**config.mk**
```make
export PLATFORM = sky130hd
export DESIGN_NAME = mxbus_timer
export DESIGN_NICKNAME = d
export VERILOG_FILES = /design/src/rtl/mxbus_timer.sv
export SDC_FILE = /design/constraint.sdc
export NUM_CORES = 1
export LEC_CHECK = 0
export ABC_AREA = 1
export BUFFER_PORTS_ARGS = -buffer_cell sky130_fd_sc_hd__buf_2
export CAP_MARGIN = 20
export CORE_MARGIN = 10
export CORE_UTILIZATION = 31
export CTS_CLUSTER_SIZE = 14
export DETAILED_ROUTE_END_ITERATION = 6
export PLACE_DENSITY = 0.62
export SLEW_MARGIN = 15
export SYNTH_ARGS = -nofsm -noshare
export SYNTH_HDL_FRONTEND = slang
export SYNTH_SLANG_ARGS = --single-unit
```
**constraint.sdc**
```tcl
create_clock -name clk -period 1.3 [get_ports clk]
set_input_delay 0.195 -clock clk [delete_from_list [all_inputs] [get_ports clk]]
set_output_delay 0.195 -clock clk [all_outputs]
set_load 0.05 [all_outputs]
```
**src/rtl/mxbus_timer.sv**
```systemverilog
// mxbus_timer: MX bus responder exposing a programmable 8-bit down-counter timer
// with prescaler, auto-reload and a level interrupt to the mx11su core.
module mxbus_timer #(
   parameter int unsigned ADDR_WIDTH = 8,
   parameter int unsigned DATA_WIDTH = 8
) (
   input  logic                  clk,
   input  logic                  rst,
   input  logic                  s0_wr_txn_start,
   input  logic [ADDR_WIDTH-1:0] s0_wr_addr,
   input  logic [DATA_WIDTH-1:0] s0_wr_data,
   output logic                  s0_wr_ready,
   output logic                  s0_wr_txn_ack,
   output logic                  s0_wr_txn_cpl,
   input  logic                  s0_rd_txn_start,
   input  logic [ADDR_WIDTH-1:0] s0_rd_addr,
   output logic [DATA_WIDTH-1:0] s0_rd_data,
   output logic                  s0_rd_ready,
   output logic                  s0_rd_txn_ack,
   output logic                  s0_rd_txn_cpl,
   output logic                  irq
);

   localparam int unsigned OFF_W = 3;
   localparam logic [OFF_W-1:0] OFF_CTRL     = 3'd0;
   localparam logic [OFF_W-1:0] OFF_STATUS   = 3'd1;
   localparam logic [OFF_W-1:0] OFF_RELOAD   = 3'd2;
   localparam logic [OFF_W-1:0] OFF_COUNT    = 3'd3;
   localparam logic [OFF_W-1:0] OFF_PRESCALE = 3'd4;

   typedef enum logic [1:0] {
      ST_IDLE = 2'd0,
      ST_ACK  = 2'd1,
      ST_CPL  = 2'd2
   } chan_st_e;

   // Write channel state
   chan_st_e              wr_st_q;
   logic                  wr_ready_q, wr_ack_q, wr_cpl_q;
   logic [OFF_W-1:0]      wr_off_q;
   logic [DATA_WIDTH-1:0] wr_data_q;
   logic                  wr_commit;

   // Read channel state
   chan_st_e              rd_st_q;
   logic                  rd_ready_q, rd_ack_q, rd_cpl_q;
   logic [OFF_W-1:0]      rd_off_q;
   logic [DATA_WIDTH-1:0] rd_data_q;
   logic [DATA_WIDTH-1:0] rd_mux;

   // Timer registers
   logic                  en_q, en_d;
   logic                  auto_q, auto_d;
   logic                  irq_en_q, irq_en_d;
   logic                  expired_q, expired_d;
   logic [DATA_WIDTH-1:0] reload_q, reload_d;
   logic [DATA_WIDTH-1:0] prescale_q, prescale_d;
   logic [DATA_WIDTH-1:0] count_q, count_d;
   logic [DATA_WIDTH-1:0] pcnt_q, pcnt_d;
   logic                  tick;
   logic                  irq_q;

   // Only the register offset is decoded; upstream has already selected this block.
   logic unused_addr_bits;
   assign unused_addr_bits = ^{s0_wr_addr[ADDR_WIDTH-1:OFF_W], s0_rd_addr[ADDR_WIDTH-1:OFF_W]};

   // Write channel IDLE -> ACK -> CPL; offset and data captured on acceptance
   always_ff @(posedge clk) begin
      if (rst) begin
         wr_st_q    <= ST_IDLE;
         wr_ready_q <= 1'b0;
         wr_ack_q   <= 1'b0;
         wr_cpl_q   <= 1'b0;
         wr_off_q   <= '0;
         wr_data_q  <= '0;
      end else begin
         wr_ack_q <= 1'b0;
         wr_cpl_q <= 1'b0;
         case (wr_st_q)
            ST_IDLE: begin
               if (s0_wr_txn_start && wr_ready_q) begin
                  wr_st_q    <= ST_ACK;
                  wr_ack_q   <= 1'b1;
                  wr_ready_q <= 1'b0;
                  wr_off_q   <= s0_wr_addr[OFF_W-1:0];
                  wr_data_q  <= s0_wr_data;
               end else begin
                  wr_ready_q <= 1'b1;
               end
            end
            ST_ACK: begin
               wr_st_q  <= ST_CPL;
               wr_cpl_q <= 1'b1;
            end
            ST_CPL: begin
               wr_st_q    <= ST_IDLE;
               wr_ready_q <= 1'b1;
            end
            default: begin
               wr_st_q    <= ST_IDLE;
               wr_ready_q <= 1'b1;
            end
         endcase
      end
   end

   // Register update lands at the end of the write CPL cycle
   assign wr_commit = (wr_st_q == ST_CPL);

   // Read channel IDLE -> ACK -> CPL; data sampled during ACK, held until next read
   always_ff @(posedge clk) begin
      if (rst) begin
         rd_st_q    <= ST_IDLE;
         rd_ready_q <= 1'b0;
         rd_ack_q   <= 1'b0;
         rd_cpl_q   <= 1'b0;
         rd_off_q   <= '0;
         rd_data_q  <= '0;
      end else begin
         rd_ack_q <= 1'b0;
         rd_cpl_q <= 1'b0;
         case (rd_st_q)
            ST_IDLE: begin
               if (s0_rd_txn_start && rd_ready_q) begin
                  rd_st_q    <= ST_ACK;
                  rd_ack_q   <= 1'b1;
                  rd_ready_q <= 1'b0;
                  rd_off_q   <= s0_rd_addr[OFF_W-1:0];
               end else begin
                  rd_ready_q <= 1'b1;
               end
            end
            ST_ACK: begin
               rd_st_q   <= ST_CPL;
               rd_cpl_q  <= 1'b1;
               rd_data_q <= rd_mux;
            end
            ST_CPL: begin
               rd_st_q    <= ST_IDLE;
               rd_ready_q <= 1'b1;
            end
            default: begin
               rd_st_q    <= ST_IDLE;
               rd_ready_q <= 1'b1;
            end
         endcase
      end
   end

   // Register read mux; unmapped offsets read as zero
   always_comb begin
      rd_mux = '0;
      case (rd_off_q)
         OFF_CTRL:     rd_mux = DATA_WIDTH'({irq_en_q, auto_q, en_q});
         OFF_STATUS:   rd_mux = DATA_WIDTH'(expired_q);
         OFF_RELOAD:   rd_mux = reload_q;
         OFF_COUNT:    rd_mux = count_q;
         OFF_PRESCALE: rd_mux = prescale_q;
         default:      rd_mux = '0;
      endcase
   end

   // Timer next state: bus writes first, then prescaler/tick so an expiry beats a W1C
   always_comb begin
      en_d       = en_q;
      auto_d     = auto_q;
      irq_en_d   = irq_en_q;
      expired_d  = expired_q;
      reload_d   = reload_q;
      prescale_d = prescale_q;
      count_d    = count_q;
      pcnt_d     = pcnt_q;
      tick       = 1'b0;

      if (wr_commit) begin
         case (wr_off_q)
            OFF_CTRL: begin
               en_d     = wr_data_q[0];
               auto_d   = wr_data_q[1];
               irq_en_d = wr_data_q[2];
               if (wr_data_q[0] && !en_q) begin
                  count_d = reload_q;
                  pcnt_d  = '0;
               end
            end
            OFF_STATUS:   if (wr_data_q[0]) expired_d = 1'b0;
            OFF_RELOAD:   reload_d = wr_data_q;
            OFF_PRESCALE: prescale_d = wr_data_q;
            default:      ;
         endcase
      end

      if (en_q) begin
         if (pcnt_q == prescale_q) begin
            pcnt_d = '0;
            tick   = 1'b1;
         end else begin
            pcnt_d = pcnt_q + DATA_WIDTH'(1);
         end
      end

      if (tick) begin
         if (count_q != '0) begin
            count_d = count_q - DATA_WIDTH'(1);
         end else begin
            expired_d = 1'b1;
            if (auto_q) count_d = reload_q;
            else        en_d    = 1'b0;
         end
      end
   end

   // Timer register bank and registered interrupt
   always_ff @(posedge clk) begin
      if (rst) begin
         en_q       <= 1'b0;
         auto_q     <= 1'b0;
         irq_en_q   <= 1'b0;
         expired_q  <= 1'b0;
         reload_q   <= '0;
         prescale_q <= '0;
         count_q    <= '0;
         pcnt_q     <= '0;
         irq_q      <= 1'b0;
      end else begin
         en_q       <= en_d;
         auto_q     <= auto_d;
         irq_en_q   <= irq_en_d;
         expired_q  <= expired_d;
         reload_q   <= reload_d;
         prescale_q <= prescale_d;
         count_q    <= count_d;
         pcnt_q     <= pcnt_d;
         irq_q      <= expired_q & irq_en_q;
      end
   end

   assign s0_wr_ready   = wr_ready_q;
   assign s0_wr_txn_ack = wr_ack_q;
   assign s0_wr_txn_cpl = wr_cpl_q;
   assign s0_rd_ready   = rd_ready_q;
   assign s0_rd_txn_ack = rd_ack_q;
   assign s0_rd_txn_cpl = rd_cpl_q;
   assign s0_rd_data    = rd_data_q;
   assign irq           = irq_q;

endmodule

```
### Yosys cells after proc, flatten, opt, wreduce, memory -nomap -nowiden

Cells that the tools add are included.

| cells by class | value |
|---|---|
| muxes and demuxes | 36 |
| add/sub/neg operators | 2 |
| reductions and logical operators | 20 |
| bitwise logic cells | 3 |
| equality and inequality tests | 13 |

Operators with widths:

| cell | count |
|---|---|
| two-way mux 8 bit | 11 |
| one-hot mux 8 bit (5 select lines) | 1 |
| two-way mux 1 bit | 18 |
| AND reduction 2 bit | 5 |
| == test 3 x 2 -> 1 bit (second input constant) | 3 |
| adder 8 x 1 -> 8 bit (second input constant) | 1 |
| == test 8 bit | 1 |
| one-hot mux 2 bit (2 select lines) | 2 |
| nonzero test 8 bit | 1 |
| subtractor 8 x 1 -> 8 bit (second input constant) | 1 |
| == test 3 x 1 -> 1 bit (second input constant) | 2 |
| == test 3 bit (second input constant) | 2 |
| logical NOT 3 bit | 2 |
| nonzero test 2 bit | 3 |
| == test 2 x 1 -> 1 bit (second input constant) | 2 |
| logical NOT 2 bit | 2 |
| two-way mux 2 bit | 2 |
| inequality test 2 bit (second input constant) | 2 |
| one-hot mux 1 bit (2 select lines) | 2 |
| OR reduction 2 bit | 2 |
| logical AND 1 bit | 3 |
| AND reduction 3 bit | 1 |
| == test 2 bit (second input constant) | 1 |
| inverter 1 bit | 2 |
| 2 further kinds | 2 |

| word-level totals | value |
|---|---|
| word-level logic and storage cells | 95 |
| bits of input ports | 28 |
| flip-flop bits (word level) | 69 |

### Longest topological paths before layout

Gate-level depths: netlist (run 1).

| logic depth | value |
|---|---|
| word-level depth | 8 |
| gate-level depth with buffers | 9 |
| mapped depth without buffers | 9 |

### Least setup slack after synthesis (run 1)

Ideal clock, no wire load.

| timing | value |
|---|---|
| path kind | register -> register |
| start | register wr_ready_q, in the netlist s0_wr_ready |
| end | register wr_data_q[0] |
| path slack | -0.056 ns |
| clock period less this slack | 1.356 ns |
| arrival time | 1.230 ns |
| buffers on the path | 1 |
| stages on the path, launching flop included | 5 |
| setup time | 0.126 ns |
| cells stage by stage | dfxtp_1 nand3_1 nand2_1 clkbuf_1 o21ai_0 |

| between the ends | value |
|---|---|
| word-level cells in the longest chain between the ends | 2 |

Ends and longest elaborated chain:

| element | line | source |
|---|---|---|
| from (decl) | 39 | `logic wr_ready_q, wr_ack_q, wr_cpl_q;` |
| from (signal assigned) | 71 | `wr_ready_q <= 1'b0;` |
| from (signal assigned) | 84 | `wr_ready_q <= 1'b0;` |
| from (signal assigned) | 88 | `wr_ready_q <= 1'b1;` |
| logical AND 1 bit | 81 | `if (s0_wr_txn_start && wr_ready_q) begin` |
| AND reduction 2 bit (no source line) | - |  |
| to (signal assigned) | 86 | `wr_data_q <= s0_wr_data;` |
| to (decl) | 41 | `logic [DATA_WIDTH-1:0] wr_data_q;` |

No other way between the ends.
A chain may end at the register's enable or synchronous reset.

### Final worst setup path (run 1)

| timing | value |
|---|---|
| start | register count_q[1] |
| end | register count_q[0] |

| between the ends | value |
|---|---|
| word-level cells in the longest chain between the ends | 3 |

Ends and longest elaborated chain:

| element | line | source |
|---|---|---|
| from (decl) | 58 | `logic [DATA_WIDTH-1:0] count_q, count_d;` |
| from (signal assigned) | 232 | `count_q <= count_d;` |
| nonzero test 8 bit | 203 | `if (count_q != '0) begin` |
| two-way mux 8 bit | 203 |  |
| two-way mux 8 bit | 202 | `if (tick) begin` |

No other way between the ends.

==> out/qor.txt, run 1 <==
Worst R2R Setup Slack: -0.06 ns
Final wirelength: 9779 µm
# Max-Cap Violations: 0
Number of placement rows: 37
DRT iter0 DRCs: 211
Most frequent cells after synthesis: sky130_fd_sc_hd__nand2_1, sky130_fd_sc_hd__dfxtp_1, sky130_fd_sc_hd__inv_1
Detailed-route wire length per cell: 13.87 µm
Top_reg_cell synth: sky130_fd_sc_hd__dfxtp_1
Maximum fanout encountered on the critical timing path: 5
Cell chain of the critical path: inv_4 > ha_4 > nand2_4 > nor2_4 > buf_6 > nand3_2 > nand2_1 > nand3_2 > a21oi_2
Count of flip-flops with a built-in enable after synthesis: 0
Initial cell density of the core: 32.00%
Post-Route Hold Slack: 0.03293 ns
Root cell of the clock tree: sky130_fd_sc_hd__clkbuf_8
Total vias in the final route: 3418
Synthesized cell area: 3333 µm²
Die X: 123.7 µm
Worst-path cell with the longest stage delay: sky130_fd_sc_hd__dfxtp_2
Number of port buffers: 32
Number of buffers inserted by hold repair at cts: 0
Number of antenna violations at the first check in global routing: 0
Post-CTS clock slew at the launch and capture registers of the worst setup and hold paths: 0.08 ns
Failing checks: setup timing
Cell depth of the worst min-delay path: 3
Mapped Cells: 473
Final setup margin: -0.05788 ns
Count of distinct cell types in the synthesized netlist: 34
Area share of the largest cell type after synthesis: 41.44%
Detailed placer's ending HPWL: 7093 µm
Sequential element share of the synthesized area: 41.44%
Drt pass-1 iters: 6
Number of cells traversed by the worst register-to-register path: 9
Cell repeated most along the worst path: sky130_fd_sc_hd__nand3_2
Largest stage delay on the critical path: 0.34 ns
Buf/Inv on CP: 2
Global-route wire length before repair: 15450 µm
Met1 Usage GRT: 16.49%
Number of stages on the worst setup path: 9
Later-pin clock latency in the skew report: 0.36 ns
Fraction of layout instances using a drive strength above 1: 36.73%
Result of the run: finished, violations left
P_leak: 0.001893 µW
Slew headroom: 69.02%
Floorplan die height: 123.7 µm
Synth Register Bits: 69
Net count after synthesis: 504
Routed Antenna Nets: 0
Final Skew: 0.007350 ns
Maximum number of buffers from clock root to sink: 2
Worst endpoint data arrival time: 1.65 ns
Vias per inst: 4.848
Hold violation total from the final report: 0
Cell accounting for the most synthesized area: sky130_fd_sc_hd__dfxtp_1
Total negative slack for setup checks: -0.1916 ns
Synth area leaders: sky130_fd_sc_hd__dfxtp_1, sky130_fd_sc_hd__nand2_1, sky130_fd_sc_hd__inv_1
Final setup violating endpoints: 7
Leading cell type by number of instances after synthesis: sky130_fd_sc_hd__nand2_1
Post-synthesis to final-layout area growth: 37.65%
Transition time at the pin with the least slew margin: 0.4640 ns
Most Crowded Layer GR: met2
Via count of the first global-routing pass: 3290
Largest net degree at the start of global routing: 22
Startpoint kind of the worst setup timing path: register
Placeable core region: 10420 µm²
Die area: 15300 µm²
Worst slack at placement: -0.07014 ns
Setup repair after global routing missed its margin: yes
Global-route usage over all layers: 12.73%
Pins over their slew limit: 0
Power density over the cells: 976.6 nW/µm²
# H-tree levels: 3
Peak VDD IR: 0.0006611 V
Residual overflow from global routing: 0
Synthesized area per cell: 7.047 µm²
Period utilisation layout: 104.5%
Final GP Congestion: 0.9047
Maximum clock frequency: 736.4 MHz
Async SR Flop Fraction: 0%
Critical path class: register to register
CTS tree: done
GR Util met3: 3.575%
Clk sinks: 69
Met2 Resource Use GR: 19.47%
Data required time at the worst endpoint: 1.59 ns
Count of warnings emitted by yosys: 0
Cell family contributing the most delay on the critical path: simple AND/OR/NAND/NOR gates
Critical path endpoint category: register
DRC viols: 0
Net count, final: 595
Worst hold path class: input pin to register
Count of antenna diodes in the layout: 0
I/O pin count: 43
TritonCTS buffer count: 9
Time the final worst path needs with I/O delays and setup: 1.358 ns
power breakdown:
part	leakage [µW]	switching (µW)	internal, µW	total, µW
registers	0.000566	36.4	2160	2190
clock network	0.000114	894	1090	1980
logic	0.00121	203	103	306
cell families (layout without fill, tap and decap cells):
| family | Yosys count | in the layout | share of synthesized area (%) |
|---|---|---|---|
| AND/OR/NAND/NOR | 212 | 212 | 28.38 |
| AO/OA/AOI/OAI | 106 | 106 | 18.09 |
| buffers and inverters | 79 | 175 | 9.684 |
| flip-flops | 69 | 69 | 41.44 |
| XOR/XNOR | 4 | 4 | 1.277 |
| adder cells (fa/ha/maj) | 3 | 3 | 1.126 |
layer usage:
| layer | vias to the layer above | wire length [µm] |
|---|---|---|
| li1 | 1726 | - |
| met3 | 14 | 582 |
| met1 | 1587 | 4619 |
| met5 | - | 0 |
| met4 | 0 | 132 |
| met2 | 91 | 4445 |
through the flow:
step	utilization, %	instance area (µm²)	std cells	power (µW)
2_1_floorplan	-	3337	473	2394
3_3_place_gp	38.69	4030	681	2502
3_5_place_dp	38.69	4030	681	2508
4_1_cts	41.72	4345	698	4494
5_1_grt	44.05	4588	705	4636
6_report	44.05	4588	705	4481
cells in the final DEF (no fill, tap or decap), drive strengths merged, types with 3 or more instances in the layout:
cell type and count:
nand2 123, buf 96, dfxtp 69, inv 63, o21ai 54, a21oi 43, nor2 36, nand3 32
nand4 15, clkbuf 10, o22ai 4, nor3 4, clkinv 4, ha 3
flip-flops by register name, indices dropped and copies added, names as in the netlist:
name,flops
count_q,8
pcnt_q,8
prescale_q,8
reload_q,8
s0_rd_data,8
wr_data_q,8
rd_off_q,3
wr_off_q,3
rd_st_q,2
wr_st_q,2
auto_q,1
en_q,1
expired_q,1
irq,1
irq_en_q,1
s0_rd_ready,1
s0_rd_txn_ack,1
s0_rd_txn_cpl,1
s0_wr_ready,1
s0_wr_txn_ack,1
s0_wr_txn_cpl,1
cell type report:
class,count,area (µm²)
Sequential cell,69,1403
Multi-Input combinational cell,325,1831
Fill cell,1048,5828
Tap cell,136,170.2
Clock inverter,7,96.34
Clock buffer,9,123.9
Inverter,62,247.7
Timing Repair Buffer,97,716.9
timing repair:
| action | 4_1_cts | 5_1_grt |
|---|---|---|
| resized for setup | 33 | 66 |
| buffers inserted | 1 | 5 |
| cloned | 0 | 2 |
| pin swaps | 9 | 30 |
| endpoints found under the setup margin | 18 | 50 |
final timing paths:
| kind | start | end |
|---|---|---|
| worst max-delay path | count_q[1] | count_q[0] |
| worst min-delay path | s0_wr_data[4] | wr_data_q[4] |
| worst max register to register | count_q[1] | count_q[0] |
| worst min register to register | s0_rd_data[7] | s0_rd_data[7] |
worst register-to-register path, delay by kind of cell (launching register included):
kind | cells | cell delay [ns]
flops | 1 | 0.34
compound gates | 1 | 0.14
buf+inv | 2 | 0.21
simple gates | 5 | 0.46
fa+ha+maj | 1 | 0.15
(Power assumes the default switching activity.)
==> run 2: changes to the inputs <==
==> constraint.sdc (replaced) <==
create_clock -name clk -period 1.3 [get_ports clk]
set_input_delay 0.195 -clock clk [delete_from_list [all_inputs] [get_ports clk]]
set_output_delay 0.195 -clock clk [all_outputs]
set_load 0.02 [all_outputs]
==> run 2 against run 1 <==
  * Sequential share of layout area is 0.71 points lower
  * Critical path type unchanged
  * Highest routed layer unchanged
  * The run still ends with setup timing left
  * Clock skew up 0.0039 ns
  * Core utilization is 1.4 points higher
  * Combinational power fell by 7.8%
==> out/qor.txt, run 2 (same netlist as run 1, synthesis figures left out) <==
Result of the run: finished, violations left
Failing checks: setup timing
Transition time at the pin with the least slew margin: 0.3030 ns (-0.1611 ns)
Worst-path cell with the longest stage delay: sky130_fd_sc_hd__dfxtp_2
Critical path endpoint category: register
Number of port buffers: 32 (unchanged)
Fraction of layout instances using a drive strength above 1: 40.73% (+4.0 points)
I/O pin count: 43 (unchanged)
Most Crowded Layer GR: met2
Global-route usage over all layers: 12.88% (+0.14 points)
Leading cell type in the layout, fill and taps excluded: sky130_fd_sc_hd__nand2_1
Met2 Resource Use GR: 21.06% (+1.6 points)
Worst endpoint data arrival time: 1.61 ns (-0.04 ns)
Number of antenna violations at the first check in global routing: 0 (unchanged)
Placeable core region: 10420 µm² (unchanged)
Time the final worst path needs with I/O delays and setup: 1.327 ns (-0.03072 ns)
Slew headroom: 79.78% (+11 points)
Floorplan die height: 123.7 µm (unchanged)
Clk sinks: 69 (unchanged)
TritonCTS buffer count: 9 (unchanged)
GR Util met3: 3.710% (+0.14 points)
Count of antenna diodes in the layout: 0 (unchanged)
Post-Route Hold Slack: 0.03631 ns (+0.003375 ns)
Post-synthesis to final-layout area growth: 41.93%
Instance area at placement: 4079 µm² (+1.2%)
Critical path class: register to register
Largest net degree at the start of global routing: 22 (unchanged)
Number of buffers inserted by hold repair at cts: 0 (unchanged)
Largest stage delay on the critical path: 0.34 ns (about the same)
DRT iter0 DRCs: 214 (+1.4%)
Routed Antenna Nets: 0 (unchanged)
Met1 Usage GRT: 15.87% (-0.63 points)
Detailed placer's ending HPWL: 7321 µm (+3.2%)
P_leak: 0.001919 µW (+1.4%)
Final setup margin: -0.02716 ns (+0.03072 ns)
Leading cell types in the layout, fill and taps excluded: sky130_fd_sc_hd__nand2_1, sky130_fd_sc_hd__buf_4, sky130_fd_sc_hd__dfxtp_1, sky130_fd_sc_hd__inv_1, sky130_fd_sc_hd__a21oi_1
Drt pass-1 iters: 4 (-2)
Maximum clock frequency: 753.5 MHz (+2.3%)
Via count of the first global-routing pass: 3360 (+2.1%)
Pins over their slew limit: 0 (unchanged)
Final GP Congestion: 0.9148 (+1.1%)
Hold violation total from the final report: 0 (unchanged)
Die X: 123.7 µm (unchanged)
Setup repair after global routing missed its margin: yes
Buf/Inv on CP: 2 (unchanged)
Root cell of the clock tree: sky130_fd_sc_hd__clkbuf_8
Net count, final: 598 (+0.50%)
Worst hold path class: input pin to register
Period utilisation layout: 102.1% (-2.4 points)
Die area: 15300 µm² (unchanged)
Cell family contributing the most delay on the critical path: simple AND/OR/NAND/NOR gates
Total vias in the final route: 3363 (-1.6%)
Final setup violating endpoints: 6 (-1)
Final cell area excluding filler cells: 4731 µm² (+3.1%)
Vias per inst: 4.750 (-2.0%)
Maximum number of buffers from clock root to sink: 2 (unchanged)
Residual overflow from global routing: 0 (unchanged)
# Max-Cap Violations: 0 (unchanged)
Final wirelength: 9895 µm (+1.2%)
Worst slack at placement: -0.09336 ns (-0.02322 ns)
# H-tree levels: 3 (unchanged)
Startpoint kind of the worst setup timing path: register
Global-route wire length before repair: 15640 µm (+1.2%)
Cell chain of the critical path: inv_4 > ha_4 > nand2_4 > nor2_4 > buf_6 > nand2_2 > nand4_1 > nand2_1 > a21oi_2
Later-pin clock latency in the skew report: 0.35 ns (about the same)
CTS tree: done
Peak VDD IR: 0.0005169 V (-22%)
Power density over the cells: 948.7 nW/µm² (-2.9%)
Maximum fanout encountered on the critical timing path: 5 (unchanged)
Number of placement rows: 37 (unchanged)
Detailed-route wire length per cell: 13.98 µm (+0.76%)
Initial cell density of the core: 32.00% (unchanged)
Post-CTS clock slew at the launch and capture registers of the worst setup and hold paths: 0.09 ns (about the same)
DRC viols: 0 (unchanged)
Worst R2R Setup Slack: -0.03 ns (+0.03 ns)
Final Skew: 0.01127 ns (+0.003917 ns)
Data required time at the worst endpoint: 1.58 ns (about the same)
-- run 2: worst register-to-register path, cell delays in order, from the launching register on --
cell,delay (ns)
sky130_fd_sc_hd__dfxtp_2,0.34
sky130_fd_sc_hd__inv_4,0.08
sky130_fd_sc_hd__ha_4,0.15
sky130_fd_sc_hd__nand2_4,0.05
sky130_fd_sc_hd__nor2_4,0.15
sky130_fd_sc_hd__buf_6,0.13
sky130_fd_sc_hd__nand2_2,0.04
sky130_fd_sc_hd__nand4_1,0.09
sky130_fd_sc_hd__nand2_1,0.09
sky130_fd_sc_hd__a21oi_2,0.13
-- run 2: what timing repair did --
item / CTS / global route
resized for setup: 34 / 98
pin swaps: 18 / 30
cloned: 0 / 1
setup endpoints to repair: 24 / 48
buffers inserted: 2 / 4
-- run 2: worst paths after layout --
check / from / to / depth (start not counted)
hold reg to reg: s0_rd_data[3] / s0_rd_data[3] / 2
hold / removal: s0_wr_addr[2] / wr_off_q[2] / 3
setup reg to reg: count_q[1] / count_q[0] / 9
setup / recovery: count_q[1] / count_q[0] / 9
-- run 2: area by class of cell --
class / instances / area, µm²
clock inverters: 6 / 93.84
repair buffers: 100 / 750.7
flip-flops and latches: 69 / 1413
inverters: 62 / 245.2
well taps: 136 / 170.2
clock buffers: 10 / 137.6
fillers: 1048 / 5685
multi-input cells: 325 / 1921
-- run 2: report_power, final --
part	switching (µW)	internal (µW)	total [µW]	leakage (µW)
sequential	33.8	2150	2180	0.000569
combinational	178	104	282	0.00124
clock	876	1150	2020	0.000113
-- run 2: per-stage QoR --
step	setup TNS, ns	utilization [%]	cells	power (µW)
6_report	-0.08066	45.42	708	4488
3_3_place_gp	-0.2957	39.16	686	2482
5_1_grt	-1.151	45.42	708	4653
2_1_floorplan	0	-	473	2371
3_5_place_dp	-0.9271	39.16	686	2489
4_1_cts	-0.4801	42.45	704	4496
-- run 2: routing by layer --
metal / up-vias / part of all wire (%) / wire length [µm]
met2: 80 / 47 / 4633
met5: - / 0 / 0
met3: 17 / 6.5 / 642
met4: 0 / 2.0 / 197
li1: 1733 / - / -
met1: 1533 / 45 / 4421
